`config.mk`:
```
export PLATFORM = sky130hd
export DESIGN_NAME = interrupt_ctrl
export DESIGN_NICKNAME = d
export VERILOG_FILES = /design/src/rtl/rat_int_pkg.sv /design/src/rtl/irq_sync_edge.sv /design/src/rtl/interrupt_ctrl.sv
export SDC_FILE = /design/constraint.sdc
export NUM_CORES = 1
export LEC_CHECK = 0
export ABC_AREA = 1
export CORE_AREA = 3 3 70 46
export CTS_CLUSTER_DIAMETER = 100
export DETAILED_ROUTE_END_ITERATION = 10
export DIE_AREA = 0 0 73 49
export GPL_ROUTABILITY_DRIVEN = 0
export PLACE_DENSITY = 0.72
export SYNTH_ARGS = -nofsm -noshare
export SYNTH_HDL_FRONTEND = slang
export SYNTH_SLANG_ARGS = --single-unit
```
`constraint.sdc`:
```
create_clock -name CLK -period 1.45 [get_ports CLK]
set_input_delay 0.29 -clock CLK [delete_from_list [all_inputs] [get_ports CLK]]
set_output_delay 0.29 -clock CLK [all_outputs]
set_load 0.03 [all_outputs]
```
`src/rtl/rat_int_pkg.sv`:
```
// Shared types and defaults for the RAT MCU interrupt controller.
package rat_int_pkg;
   typedef enum logic {ST_IDLE, ST_SERV} int_state_t;
   localparam int         N_SRC_DEF    = 4;
   localparam logic [9:0] VEC_BASE_DEF = 10'h3FC;
endpackage

```
`src/rtl/irq_sync_edge.sv`:
```
// One interrupt source: 2-flop synchronizer, delay flop, rising-edge pulse.
module irq_sync_edge (
   input  logic clk,
   input  logic rst_n,
   input  logic irq,
   output logic rise
);
   logic sync1, sync2, sync3;

   always_ff @(posedge clk or negedge rst_n) begin
      if (!rst_n) begin
         sync1 <= 1'b0;
         sync2 <= 1'b0;
         sync3 <= 1'b0;
      end else begin
         sync1 <= irq;
         sync2 <= sync1;
         sync3 <= sync2;
      end
   end

   // Flops reset low, so a line already high at reset release yields one edge.
   assign rise = sync2 & ~sync3;
endmodule

```
`src/rtl/interrupt_ctrl.sv`:
```
// Multi-source interrupt controller: pending latch, mask, lowest-index priority,
// single-level service FSM owning the I flag and C/Z shadow registers.
module interrupt_ctrl
   import rat_int_pkg::*;
#(
   parameter int         N_SRC    = N_SRC_DEF,
   parameter logic [9:0] VEC_BASE = VEC_BASE_DEF,
   localparam int        ID_W     = (N_SRC > 1) ? $clog2(N_SRC) : 1
) (
   input  logic             CLK,
   input  logic             RESET_N,
   input  logic [N_SRC-1:0] IRQ,
   input  logic             MASK_WE,
   input  logic [N_SRC-1:0] MASK_IN,
   input  logic             I_SET,
   input  logic             I_CLR,
   input  logic             INT_ACK,
   input  logic             INT_RET,
   input  logic             RET_IE,
   input  logic             C_IN,
   input  logic             Z_IN,
   output logic             INT_REQ,
   output logic [ID_W-1:0]  INT_ID,
   output logic [9:0]       INT_VEC,
   output logic             I_FLAG,
   output logic             SHAD_C,
   output logic             SHAD_Z,
   output logic [N_SRC-1:0] PENDING,
   output logic             IN_SERVICE
);
   int_state_t       state;
   logic [N_SRC-1:0] rise, mask, req_vec, clr;
   logic [ID_W-1:0]  win_id, id_q;
   logic             ack, ret;

   for (genvar i = 0; i < N_SRC; i++) begin : g_src
      irq_sync_edge u_sync (.clk(CLK), .rst_n(RESET_N), .irq(IRQ[i]), .rise(rise[i]));
   end

   assign req_vec = PENDING & mask;

   always_comb begin
      win_id = '0;
      for (int i = N_SRC - 1; i >= 0; i--)
         if (req_vec[i]) win_id = ID_W'(i);
   end

   assign INT_REQ    = (state == ST_IDLE) & I_FLAG & (|req_vec);
   assign ack        = INT_ACK & INT_REQ;
   assign ret        = INT_RET & (state == ST_SERV);
   assign IN_SERVICE = (state == ST_SERV);
   assign INT_ID     = (state == ST_SERV) ? id_q : win_id;
   assign INT_VEC    = VEC_BASE + 10'(INT_ID);

   always_comb begin
      clr = '0;
      if (ack) clr[win_id] = 1'b1;
   end

   // A new edge outranks the acknowledge clear of the same bit.
   always_ff @(posedge CLK or negedge RESET_N) begin
      if (!RESET_N) begin
         PENDING <= '0;
         mask    <= '0;
      end else begin
         PENDING <= (PENDING & ~clr) | rise;
         if (MASK_WE) mask <= MASK_IN;
      end
   end

   always_ff @(posedge CLK or negedge RESET_N) begin
      if (!RESET_N) begin
         state  <= ST_IDLE;
         id_q   <= '0;
         I_FLAG <= 1'b0;
         SHAD_C <= 1'b0;
         SHAD_Z <= 1'b0;
      end else begin
         case (state)
            ST_IDLE: if (ack) begin
               state  <= ST_SERV;
               id_q   <= win_id;
               SHAD_C <= C_IN;
               SHAD_Z <= Z_IN;
            end
            ST_SERV: if (INT_RET) state <= ST_IDLE;
            default: state <= ST_IDLE;
         endcase
         // FSM transitions own I_FLAG; otherwise CLI beats SEI.
         if (ack)        I_FLAG <= 1'b0;
         else if (ret)   I_FLAG <= RET_IE;
         else if (I_CLR) I_FLAG <= 1'b0;
         else if (I_SET) I_FLAG <= 1'b1;
      end
   end
endmodule

```
* Word level (Yosys, flattened, before mapping)
Cells that the tools add are included.
** Operators by class
- Reduce and logical (&&, ||, !) cells :: 4
- Multiplexer cells :: 15
- $lt $le $gt $ge :: 2
- Add/sub/neg operators :: 1
- Bitwise gates (word level) :: 17
** Operators by type and width (number)
- 2-to-1 mux 2 bit :: 5
- bitwise AND 1 bit :: 8
- bitwise AND 4 bit :: 2
- 2-to-1 mux 1 bit :: 7
- NOT 1 bit :: 5
- adder 3 x 3 -> 4 bit, first input constant :: 1
- 2-to-1 mux 4 bit :: 1
- NOT 4 bit :: 1
- OR 4 bit :: 1
- nonzero test 4 bit :: 1
- OR reduction 4 bit :: 1
- less-than comparator 2 x 3 -> 1 bit, second input constant :: 1
- demux 1 bit (select 2 bit) :: 1
- greater-or-equal comparator 2 x 1 -> 1 bit, second input constant :: 1
- case mux 1 bit (2 select lines) :: 1
- AND reduction 2 bit :: 1
- logical AND 1 bit :: 1
** Storage, ports and cells
- Register bits :: 26
- Output and inout port bits :: 21

* Longest topological paths before layout
- Depth after elaboration :: 13
- Gate-level depth with buffers :: 8
- Gate-level depth less buffers :: 8

* Modules after synthesis
A second synthesis with hierarchy kept.
** Second synthesis, totals
- Cell total of the unflattened synthesis :: 108
- Area, all modules :: 1117.3 um^2
** Modules (own cells, without submodules)
- interrupt_ctrl :: instances 1, area an instance 777.0 um^2, seq. area each 350.3 um^2, cells each 88
- irq_sync_edge :: instances 4, area an instance 85.1 um^2, seq. area each 75.1 um^2, cells each 5

* Least setup slack after synthesis
OpenSTA, ideal clock, no wires.
- Path type :: register to output
- Start :: reg PENDING[3]
- End :: out INT_VEC[0]
- Data arrival time :: 1.928 ns
- Buffers on the path :: 1
- Cell stages (with the launch flop) :: 8
- Setup slack :: -0.768 ns
- Data required time :: 1.160 ns
- Cell sequence :: dfrtp_1 > nand2_1 > inv_1 > nand2_1 > nand2_1 > nand2_1 > o21ai_0 > buf_4
** Between the ends
- Word-level cells in the longest chain between the ends :: 7
** Ends and longest elaborated chain
- from (decl) :: RTL line interrupt_ctrl.sv:28 : output logic [N_SRC-1:0] PENDING,
- from (signal assigned) :: RTL line interrupt_ctrl.sv:66 : PENDING <= (PENDING & ~clr) | rise;
- bitwise AND 4 bit :: RTL line interrupt_ctrl.sv:40 : assign req_vec = PENDING & mask;
- 2-to-1 mux 2 bit (4 in a row) :: RTL line interrupt_ctrl.sv:45 : if (req_vec[i]) win_id = ID_W'(i);
- 2-to-1 mux 2 bit :: RTL line interrupt_ctrl.sv:52 : assign INT_ID = (state == ST_SERV) ? id_q : win_id;
- named net INT_ID[0] :: RTL line interrupt_ctrl.sv:23 : output logic [ID_W-1:0] INT_ID,
- adder 3 x 3 -> 4 bit :: RTL line interrupt_ctrl.sv:53 : assign INT_VEC = VEC_BASE + 10'(INT_ID);
- to (decl) :: RTL line interrupt_ctrl.sv:24 : output logic [9:0] INT_VEC,
The timed path passes the listed nets, and every way through them passes these cells.

* Worst setup path after layout
- Start :: reg PENDING[2]
- End :: out INT_ID[0]
** Between the ends
- Word-level cells in the longest chain between the ends :: 5
** Ends and longest elaborated chain (RTL line)
- bitwise AND 4 bit :: interrupt_ctrl.sv:40
- 2-to-1 mux 2 bit (3 in a row) :: interrupt_ctrl.sv:45
- 2-to-1 mux 2 bit :: interrupt_ctrl.sv:52
- to (decl) :: interrupt_ctrl.sv:23
Every way passes these cells.

==> results.py <==
metrics = {
    "sta": {
        "fmax_ghz": 0.624,
        "slew_violations": 0,
        "final-hold-violation-count": 0,
        "finalSetupTns_ps": -556,
        "setup_viol_count_final": 5,
        "worst_hold_slack_ps": 358,
        "rsz0062_at_grt": "yes",
        "finalCritPeriodShare": 1.11,
        "setup_slack_ps": -154,
        "min_period_ps": 1600,
        "finClkSkew_ps": 2.13,
    },
    "floorplanning": {
        "die_area_um2": 3580,
        "fp.coreArea_um2": 2540,
        "dieWidth_um": 73,
        "start_util": 0.427,
        "boundaryPins": 39,
        "die_h_um": 49,
        "placementRows": 14,
    },
    "cells_and_area": {
        "finish.instance_area_um2": 1640,
        "diodes": 0,
        "layout.cells.most_common_list": "nand2_1, dfrtp_1, clkdlybuf4s50_1",
        "drive_gt1_frac": 0.380,
        "relative_area_change_from_synthesis_to_final_layout_pct": 51.6,
        "most_common_cell_after_layout_fill_and_taps_aside": "nand2_1",
        "finalNetCount": 169,
    },
    "drt": {
        "totalWireLength_um": 2230,
        "route.detailed.drc": 0,
        "routedWlPerCell_um": 12.3,
        "drt-initial-drc-count": 13,
        "vias_per_cell": 4.57,
        "antenna_violating_nets_post_route": 0,
        "firstDrtPassIters": 4,
        "vias": 832,
    },
    "worst_setup_path": {
        "setup.worst_path.start_class": "register",
        "cp.arrival_ps": 1310,
        "worstReg2RegEnd": "PENDING[2]",
        "r2r_start": "PENDING[0]",
        "timing.critical_path.to_type": "primary output",
        "worst-r2r-cell-count": 8,
        "regToRegSetupSlack_ps": 110,
        "critPathMaxFanout": 3,
        "critical_path_class": "reg2out",
        "cp.required_ps": 1160,
    },
    "clocking": {
        "number_of_levels_the_h_tree_was_split_into": 1,
        "worstSkewPairLatency_ps": 270,
        "cts_buffer_depth": 2,
        "cts.sinks": 26,
        "ctsRootBufferMaster": "clkbuf_8",
        "tritoncts.num_buffers": 3,
        "path_clk_slew_ps": 90,
        "post_cts_hold_buffer_count": 0,
        "cts_tree": "yes",
    },
    "global_routing": {
        "globalRoute.totalOverflow": 0,
        "all_layer_global_routing_usage": 0.133,
        "grt_pass1_vias": 807,
        "global_route_wire_length_before_repair_um": 3660,
        "grt_max_degree": 27,
        "antenna_found_initial": 0,
    },
    "min_path": {
        "timing.hold.worst.class": "reg2reg",
        "whs_path_depth": 0,
        "min_delay_endpoint": "g_src[0].u_sync.sync2",
        "timing.hold.worst.start": "g_src[0].u_sync.sync1",
    },
    "place": {
        "place_hpwl_um": 1620,
        "placement.cell_area_um2": 1430,
        "io_buffers": 30,
        "detailedPlace.worstSlack_ps": -18.3,
    },
    "logic_synthesis": {
        "synth.top_cells.by_area": "dfrtp_1, nand2_1, buf_4",
        "yosysSeqAreaShare": 0.600,
        "avgSynthCellArea_um2": 10.4,
        "area_leader_netlist": "dfrtp_1",
        "synth.ff_latch_count": 26,
        "netlist_cell_types": 18,
        "netlist.area_leader.share": 0.600,
        "cell_area_synth_um2": 1080,
        "synthesis.instances": 104,
        "yosys_warnings": 0,
    },
    "power_and_ir_drop": {
        "cellInternalPower_mw": 1.56,
        "share_comb_of_total_power": 0.368,
        "power_switching_uw": 794,
        "peak_ir_drop_on_the_vdd_network_mv": 0.782,
        "p_per_area_nw_per_um2": 1430,
        "power.static_leakage_nw": 0.804,
        "power.share.sequential": 0.382,
        "clock_group_share_of_total_power": 0.250,
        "switching_share": 0.337,
    },
    "outcome": {
        "outcome": "complete, but fails checks",
        "violated_checks": "negative setup slack",
    },
    "flow_run": {
        "maxCapViolations": 0,
    },
}
==> state kept, by name (all words and copies together), names as in the netlist <==
| signal | flops |
|---|---|
| g_src.u_sync.sync3 | 4 |
| PENDING | 4 |
| SHAD_Z | 1 |
| IN_SERVICE | 1 |
| id_q | 2 |
| I_FLAG | 1 |
| g_src.u_sync.sync1 | 4 |
| mask | 4 |
| SHAD_C | 1 |
| g_src.u_sync.sync2 | 4 |
==> power by group through the flow <==
stage	Combinational [mW]	Sequential [mW]	Clock, mW
floorplan	0.412	1.01	0
global placement	0.744	0.908	0
detailed placement	0.763	0.912	0
CTS	0.832	0.894	0.603
global route	0.933	0.911	0.639
finish	0.868	0.900	0.591
==> routing by layer <==
layer / vias up / global-route usage / wire length (um)
met1: 403 / 0.164 / 894
met5: - / 0 / 0
met2: 29 / 0.223 / 1130
li1: 397 / - / -
met3: 3 / 0.0473 / 190
met4: 0 / 0.0276 / 18
==> Yosys cell counts (all sizes together) <==
master / n
nand2: 33
dfrtp: 26
inv: 13
buf: 10
o21ai: 8
mux2: 4
nor2: 3
nand3: 2
a21oi: 1
a31o: 1
conb: 1
nand4: 1
nor3: 1
==> critical path, stage by stage, from the launching register on <==
cell and delay (ps):
dfrtp_2 430, nand2_2 100, nand2_2 60, nand2_2 80, nand2_4 60, o21ai_4 160
buf_6 150
==> how the worst max path moves through the flow <==
stage                     startpoint    endpoint  slack (ps)  cells past startpoint
after floorplan           PENDING[3]  INT_VEC[0]         -60                      7
after global placement       INT_ACK  PENDING[2]          60                      5
after detailed placement     INT_ACK  PENDING[0]         -20                      6
after CTS                 PENDING[2]   INT_ID[0]        -150                      6
after global routing      PENDING[3]   INT_ID[0]        -230                      7
final                     PENDING[2]   INT_ID[0]        -150                      6
==> through the flow <==
| step | instances | power, mW | utilization |
|---|---|---|---|
| after floorplan | 111 | 1.42 | - |
| final | 182 | 2.36 | 0.647 |
| after global placement | 167 | 1.65 | 0.563 |
| after CTS | 180 | 2.33 | 0.629 |
| after global routing | 182 | 2.48 | 0.647 |
| after detailed placement | 167 | 1.68 | 0.563 |
==> area by class of cell <==
cell class / count / area, um^2
clock buffers: 3 / 41.3
clock inverters: 1 / 30.0
fillers: 199 / 896
well taps: 32 / 40.0
flip-flops and latches: 26 / 657
multi-input cells: 62 / 409
inverters: 13 / 53.8
repair buffers: 45 / 413
==> logic make-up (layout without fill, tap and decap cells) <==
group,Yosys count,count (layout),share of synthesized area
AND/OR/NAND/NOR,40,40,0.191
flip-flops,26,26,0.600
buffers and inverters,23,62,0.114
AO/OA/AOI/OAI,10,10,0.0496
multiplexers,4,4,0.0415
other,1,8,0.00346
==> what timing repair did <==
action                                  in CTS  in global routing
pin swaps                                    7                  7
setup buffers                                9                  2
endpoints found under the setup margin      13                  5
hold endpoints to repair                     0                  0
resized for setup                           22                  9
Power figures use the tool's default switching activity.
